File: config.mk
export PLATFORM = sky130hd
export DESIGN_NAME = instr_fetch_unit
export DESIGN_NICKNAME = d
export VERILOG_FILES = /design/src/rtl/instr_fetch_unit.sv
export SDC_FILE = /design/constraint.sdc
export NUM_CORES = 1
export LEC_CHECK = 0
export BUFFER_PORTS_ARGS = -buffer_cell sky130_fd_sc_hd__buf_2
export CORE_MARGIN = 2
export CORE_UTILIZATION = 52
export CTS_CLUSTER_DIAMETER = 50
export CTS_CLUSTER_SIZE = 30
export DETAILED_ROUTE_END_ITERATION = 16
export PLACE_DENSITY = 0.75
export SLEW_MARGIN = 10
export SYNTH_ARGS = -nofsm -noshare
export SYNTH_HDL_FRONTEND = slang
export SYNTH_SLANG_ARGS = --single-unit
File: constraint.sdc
create_clock -name clk -period 5.8 [get_ports clk]
set_input_delay 1.74 -clock clk [delete_from_list [all_inputs] [get_ports clk]]
set_output_delay 1.74 -clock clk [all_outputs]
set_load 0.01 [all_outputs]
File: src/rtl/instr_fetch_unit.sv
// -----------------------------------------------------------------------------
// instr_fetch_unit
//   Initiator side of the memory controller instruction port. Issues sequential
//   word fetches over the instr_enable/instr_valid handshake and queues each
//   returned word, tagged with its PC, in a small FIFO for the decode stage.
//   A redirect flushes the FIFO, restarts fetching at redirect_pc, and discards
//   any response that is still in flight.
//
// Parameters
//   RESET_PC      PC of the first fetch after reset (word aligned)
//   DEPTH         fetch FIFO entries, power of 2, >= 2
//
// Ports
//   clk           system clock, all state on posedge
//   rst           synchronous reset, active-high
//   instr_enable  request to the memory controller instruction port
//   instr_valid   one-cycle response strobe from the controller
//   instr_addr    word-aligned fetch byte address
//   instr_result  fetched word, qualified by instr_valid
//   fetch_valid   FIFO head holds a valid entry
//   fetch_ready   decode accepts the head (pop = fetch_valid & fetch_ready)
//   fetch_pc      PC of the FIFO head
//   fetch_instr   instruction word of the FIFO head
//   redirect      flush and restart fetching at redirect_pc
//   redirect_pc   new fetch PC, bits [1:0] treated as zero
// -----------------------------------------------------------------------------
module instr_fetch_unit #(
  parameter logic [31:0] RESET_PC = 32'h0000_0000,
  parameter int unsigned DEPTH    = 4
) (
  input  logic        clk,
  input  logic        rst,
  output logic        instr_enable,
  input  logic        instr_valid,
  output logic [31:0] instr_addr,
  input  logic [31:0] instr_result,
  output logic        fetch_valid,
  input  logic        fetch_ready,
  output logic [31:0] fetch_pc,
  output logic [31:0] fetch_instr,
  input  logic        redirect,
  input  logic [31:0] redirect_pc
);

  localparam int unsigned PTR_W = $clog2(DEPTH);
  localparam int unsigned CNT_W = PTR_W + 1;

  typedef enum logic [1:0] {
    IDLE = 2'd0,  // no request on the port
    REQ  = 2'd1,  // request whose response will be kept
    DROP = 2'd2   // request whose response will be thrown away
  } state_e;

  state_e             state_q, state_d;
  logic [31:0]        pc_q, pc_d;
  logic [31:0]        addr_q, addr_d;
  logic [PTR_W-1:0]   wr_ptr_q, wr_ptr_d;
  logic [PTR_W-1:0]   rd_ptr_q, rd_ptr_d;
  logic [CNT_W-1:0]   count_q, count_d;
  logic [31:0]        mem_pc_q    [DEPTH];
  logic [31:0]        mem_instr_q [DEPTH];

  logic               pop;
  logic               push;
  logic [CNT_W-1:0]   cnt_n;
  logic [31:0]        target_pc;

  // Masking instead of slicing keeps every redirect_pc bit in use.
  assign target_pc = redirect_pc & 32'hFFFF_FFFC;

  assign pop   = fetch_valid & fetch_ready;
  // Occupancy as it will be once this cycle's pop has left.
  assign cnt_n = count_q - CNT_W'(pop);

  assign instr_enable = (state_q == REQ) || (state_q == DROP);
  assign instr_addr   = addr_q;
  assign fetch_valid  = (count_q != '0);
  assign fetch_pc     = mem_pc_q[rd_ptr_q];
  assign fetch_instr  = mem_instr_q[rd_ptr_q];

  always_comb begin
    // NOTE: every variable gets a default first so no path leaves it unassigned,
    // which would otherwise infer a latch.
    state_d  = state_q;
    pc_d     = pc_q;
    addr_d   = addr_q;
    push     = 1'b0;
    wr_ptr_d = wr_ptr_q;
    rd_ptr_d = rd_ptr_q;
    count_d  = count_q;

    case (state_q)
      IDLE: begin
        if (redirect) begin
          pc_d    = target_pc;
          addr_d  = target_pc;
          state_d = REQ;
        end else if (cnt_n < CNT_W'(DEPTH)) begin
          addr_d  = pc_q;
          state_d = REQ;
        end
      end
      REQ: begin
        if (redirect) begin
          pc_d = target_pc;
          if (instr_valid) begin
            addr_d = target_pc;
          end else begin
            // Old address must stay on the port until its response arrives.
            state_d = DROP;
          end
        end else if (instr_valid) begin
          push = 1'b1;
          pc_d = pc_q + 32'd4;
          // Keep streaming only if the FIFO still has room after this push.
          if (cnt_n < CNT_W'(DEPTH - 1)) begin
            addr_d = pc_q + 32'd4;
          end else begin
            state_d = IDLE;
          end
        end
      end
      DROP: begin
        if (redirect) begin
          pc_d = target_pc;
          // The stale response completing now frees the port; no further
          // response would arrive if we stayed in DROP.
          if (instr_valid) begin
            addr_d  = target_pc;
            state_d = REQ;
          end
        end else if (instr_valid) begin
          addr_d  = pc_q;
          state_d = REQ;
        end
      end
      default: state_d = IDLE;
    endcase

    if (redirect) begin
      wr_ptr_d = '0;
      rd_ptr_d = '0;
      count_d  = '0;
    end else begin
      if (push) wr_ptr_d = wr_ptr_q + PTR_W'(1);
      if (pop)  rd_ptr_d = rd_ptr_q + PTR_W'(1);
      count_d = cnt_n + CNT_W'(push);
    end
  end

  // NOTE: registers take their next value with non-blocking assignments so all
  // flops update together on the edge regardless of statement order.
  always_ff @(posedge clk) begin
    if (rst) begin
      state_q  <= IDLE;
      pc_q     <= RESET_PC & 32'hFFFF_FFFC;
      addr_q   <= '0;
      wr_ptr_q <= '0;
      rd_ptr_q <= '0;
      count_q  <= '0;
    end else begin
      state_q  <= state_d;
      pc_q     <= pc_d;
      addr_q   <= addr_d;
      wr_ptr_q <= wr_ptr_d;
      rd_ptr_q <= rd_ptr_d;
      count_q  <= count_d;
    end
  end

  // NOTE: FIFO storage is not reset; an entry is only read while count_q says
  // it was written, so its power-up contents never matter.
  always_ff @(posedge clk) begin
    if (push) begin
      mem_pc_q[wr_ptr_q]    <= pc_q;
      mem_instr_q[wr_ptr_q] <= instr_result;
    end
  end

endmodule

# Word-level counts from Yosys, hierarchy flattened
# Memory sizes are Yosys's and may differ from the RTL's. A register that Yosys moved wholly into a read port is not among the register bits.
# Cells that the tools add are included.
op_classes:
  add_sub_neg: 5
  order_cmp: 2
  n_eq_ne: 10
  n_mux: 30
  bitwise_logic: 1
  reduce_logical: 10
op_table:
  columns: ["op", "n"]
  rows:
  - ["two-way mux 32 bit", 11]
  - ["case mux 32 bit (3 select lines)", 1]
  - ["case mux 32 bit (2 select lines)", 1]
  - ["adder 32 x 3 -> 32 bit (second input constant)", 1]
  - ["two-way mux 2 bit", 11]
  - ["!= test 3 bit (second input constant)", 5]
  - ["AND reduction 5 bit", 2]
  - ["case mux 2 bit (3 select lines)", 1]
  - ["nonzero test 3 bit", 2]
  - ["two-way mux 1 bit", 5]
  - ["adder 2 x 1 -> 2 bit (second input constant)", 2]
  - ["OR reduction 2 bit", 2]
  - ["adder 3 x 1 -> 3 bit", 1]
  - ["less-than comparator 3 x 2 -> 1 bit (second input constant)", 1]
  - ["less-than comparator 3 bit (second input constant)", 1]
  - ["!= test 3 x 2 -> 1 bit (second input constant)", 1]
  - ["AND reduction 3 bit", 1]
  - ["subtractor 3 x 1 -> 3 bit", 1]
  - ["equality test 2 x 1 -> 1 bit (second input constant)", 1]
  - ["equality test 2 bit (second input constant)", 1]
  - ["logical NOT 2 bit", 1]
  - ["!= test 2 x 1 -> 1 bit (second input constant)", 1]
  - ["!= test 2 bit (second input constant)", 1]
  - ["nonzero test 2 bit", 1]
  - ["other kinds (2)", 2]
totals:
  register_bits: 73
  ram_bits: 256
  inputBits: 69
  out_inout_bits: 98
  elab_cells: 66
  memories: 2
memory_table:
  columns: ["memory", "words", "width", "read_ports", "rd_clocked_by_memory_dff", "write_ports", "line_no", "rtl"]
  rows:
  - ["mem_instr_q", 4, 32, 1, 1, 1, "61", "logic [31:0] mem_instr_q [DEPTH];"]
  - ["mem_pc_q", 4, 32, 1, 1, 1, "60", "logic [31:0] mem_pc_q [DEPTH];"]

# Logic depth before layout (Yosys ltp)
depth:
  word_depth: 8
  ltp_mapped: 11
  mapped_depth_nobuf: 10

# Least setup slack after synthesis
# Ideal clock, no wire load.
synth_path:
  path_type: "input to register"
  from: "in instr_valid"
  to: "mem mem_instr_q[0][0] (enable)"
  setup_time_ns: 0.427
  t_arrival_ns: 4.450
  required_time_ns: 5.373
  setup_slack_ns: 0.924
  stages: 4
  path_buffers: 3
  path_cell_list: "buf_1 -> buf_1 -> clkbuf_1 -> and3_1"
synth_between:
  elab_chain_cells: 5
synth_lines:
  columns: ["item", "line_no", "rtl"]
  rows:
  - ["from (decl)", "34", "input logic instr_valid,"]
  - ["two-way mux 1 bit", "112", "end else if (instr_valid) begin"]
  - ["two-way mux 1 bit", "104", "if (redirect) begin"]
  - ["two-way mux 1 bit", "92", "case (state_q)"]
  - ["two-way mux 1 bit", "174", "if (push) begin"]
  - ["two-way mux 1 bit (not written as such)", "176", "mem_instr_q[wr_ptr_q] <= instr_result;"]
  - ["to (decl)", "61", null]
# No other way between the ends.

==> results.json <==
{
  "outcome": "finished clean",
  "postSynthCellCount": 1055,
  "final_nets": 1272,
  "ctsLongestPathBuffers": 3,
  "io_buffers": 162,
  "io_pins": 167,
  "h-tree-depth": 2,
  "cp-end-kind": "output pin",
  "grt_usage": 0.234,
  "overflow": 0,
  "stdcell_area_um2": 16600,
  "grt_pass1_wl_mm": 52.1,
  "r2r_slack_ns": 2.25,
  "synthXorXnorAreaFrac": 0.00797,
  "reg2reg_depth": 10,
  "synth-compound-area-share": 0.113,
  "final.setup.tns_ns": 0,
  "cp_max_fo": 29,
  "ys_top_cells_by_area": "edfxtp_1, dfxtp_1, mux4_2",
  "ir_drop_uv": 408,
  "fin_crit_ns": 4.25,
  "fmax_mhz": 235,
  "placedCellCount": 1494,
  "synth_top_area_frac": 0.522,
  "synth_common_cells": "edfxtp_1, nor2_1, dfxtp_1",
  "synth_top_family_by_area": "multiplexers",
  "diodes": 0,
  "critical_path.reg2reg.startpoint": "count_q[0]",
  "relSlewSlack": 0.234,
  "finalCritPeriodShare": 0.732,
  "synth-edff-count": 248,
  "p_leak_uw": 0.00588,
  "start_util": 0.530,
  "synthMuxAreaShare": 0.127,
  "synth_area_per_cell_um2": 13.5,
  "grt_max_degree": 63,
  "core-area_um2": 27000,
  "clock_skew_ns": 0.0248,
  "finalNonFillerCells": 1555,
  "synth_area_um2": 14300,
  "wire_per_inst_um": 21.7,
  "vias": 9590,
  "async_reset_ff_frac": 0,
  "die_w_um": 170,
  "clk_pin_slew_ns": 0.06,
  "insertion_delay_ns": 0.53,
  "tritoncts": "yes",
  "ys_seq_area_frac": 0.624,
  "placement_rows": 60,
  "crit_end": "fetch_pc[12]",
  "post_cts_buffers": 0,
  "cts_hold_repair.buffers": 0,
  "finalSetupViolCount": 0,
  "maxCapViolCount": 0,
  "tightestPinTransition_ns": 1.15,
  "holdWs_ns": 0.471,
  "criticalPathCategory": "flop to output pin",
  "rsz0062_at_grt": "false",
  "drt_iter0_markers": 1265,
  "postSynth.topFlopCell": "edfxtp_1",
  "yosysUniqueCellTypes": 60,
  "grt_pass1_vias": 9242,
  "ctsResizeCount": 0,
  "yosys.area.top_type": "edfxtp_1",
  "synthSimpleGateAreaFrac": 0.0874,
  "required_ns": 4.06,
  "dieArea_um2": 28800,
  "place_area_um2": 15400,
  "clkSinkCount": 321,
  "cts_buffers": 34,
  "drive_gt1_frac": 0.273,
  "drv_slew": 0,
  "drc": 0,
  "synthAdderAreaFrac": 0.0123,
  "timing.rr.end": "instr_addr[17]",
  "drt_wl_total_mm": 33.8,
  "area_growth_pct": 16.6,
  "antenna_found_initial": 0,
  "yosysMostFrequentCell": "edfxtp_1",
  "powerDensity_nw_per_um2": 384,
  "fillers": 2017,
  "drtAntennaViolNets": 0,
  "critPathLaunchType": "flop",
  "die-height_um": 170,
  "dp_hpwl_mm": 20.9,
  "gp_congestion": 0.853,
  "hold_violations": 0,
  "cts_root_buf": "clkbuf_16",
  "firstDrtPassIters": 6,
  "yosys_warnings": 0,
  "crit_arrival_ns": 2.51,
  "drt-vias-per-instance": 6.17,
  "synth-seq-cells": 321,
  "min-delay-path-class": "flop to flop"
}
==> critical path, stage by stage, from the launching register on <==
cell and delay [ns]:
dfxtp_4 0.72, buf_4 0.48, mux4_2 0.59, buf_2 0.16
==> layout by cell type, fill, tap and decap left out, types with 14 or more instances in the layout <==
cell / n
a211oi_1: 21
a21oi_1: 56
buf_2: 162
buf_4: 18
clkbuf_16: 35
dfxtp_1: 71
edfxtp_1: 248
inv_1: 17
mux2i_1: 32
mux4_2: 62
nand2_1: 64
nand3_1: 26
nor2_1: 84
nor2b_1: 14
o21ai_0: 46
==> flip-flops by register name, summed over array words and instances (netlist names), named ones only <==
signal,count
instr_addr,32
pc_q,30
state_q,2
mem_instr_q,128
wr_ptr_q,2
mem_pc_q,120
count_q,3
rd_ptr_q,2
==> layout make-up <==
cell class,instances,area [um^2],share of cell area
Sequential cell,321,8910,0.536
Inverter,17,63.8,0.00383
Timing Repair Buffer,184,1030,0.0616
Tap cell,341,427,0.0256
Multi-Input combinational cell,631,5000,0.301
Clock buffer,38,897,0.0539
Clock inverter,23,313,0.0188
==> stage by stage <==
step                      total power, uW  setup slack, ns   util
after floorplan                      3690            0.924      -
after global placement               4070             1.20  0.573
after detailed placement             4110             1.14  0.573
after CTS                            6410             1.47  0.618
after global routing                 6650             1.39  0.618
final                                6400             1.55  0.618
==> cells by family after synthesis <==
kind of cell               after synthesis
muxes                                  102
DFF                                    321
xor gates and xnor gates                13
adders and majority gates               14
and+or+nand+nor                        260
AOI/OAI and AO/OA                      240
buffers and inverters                  104
other                                    1
==> routing by layer <==
layer,GRT usage,share of wire
met5,0,0
met4,0.0754,0.023
met3,0.0354,0.079
met2,0.386,0.48
met1,0.323,0.42
==> worst min-delay path by stage <==
stage / cells past startpoint / slack, ns / startpoint / end
finish: 2 / 0.47 / instr_addr[7] / instr_addr[7]
detailed placement: 2 / 0.46 / instr_addr[10] / instr_addr[10]
global placement: 1 / 0.44 / instr_addr[1] / instr_addr[1]
global route: 2 / 0.50 / instr_addr[6] / instr_addr[6]
floorplan: 0 / 0.45 / pc_q[11] / mem_pc_q[0][11]
CTS: 2 / 0.47 / instr_addr[7] / instr_addr[7]
==> power by group <==
group | internal, uW | total [uW] | switching [uW]
clock | 1340 | 2300 | 963
sequential | 2670 | 2900 | 226
combinational | 477 | 1190 | 717
total | 4490 | 6400 | 1910
Power figures use the tool's default switching activity.
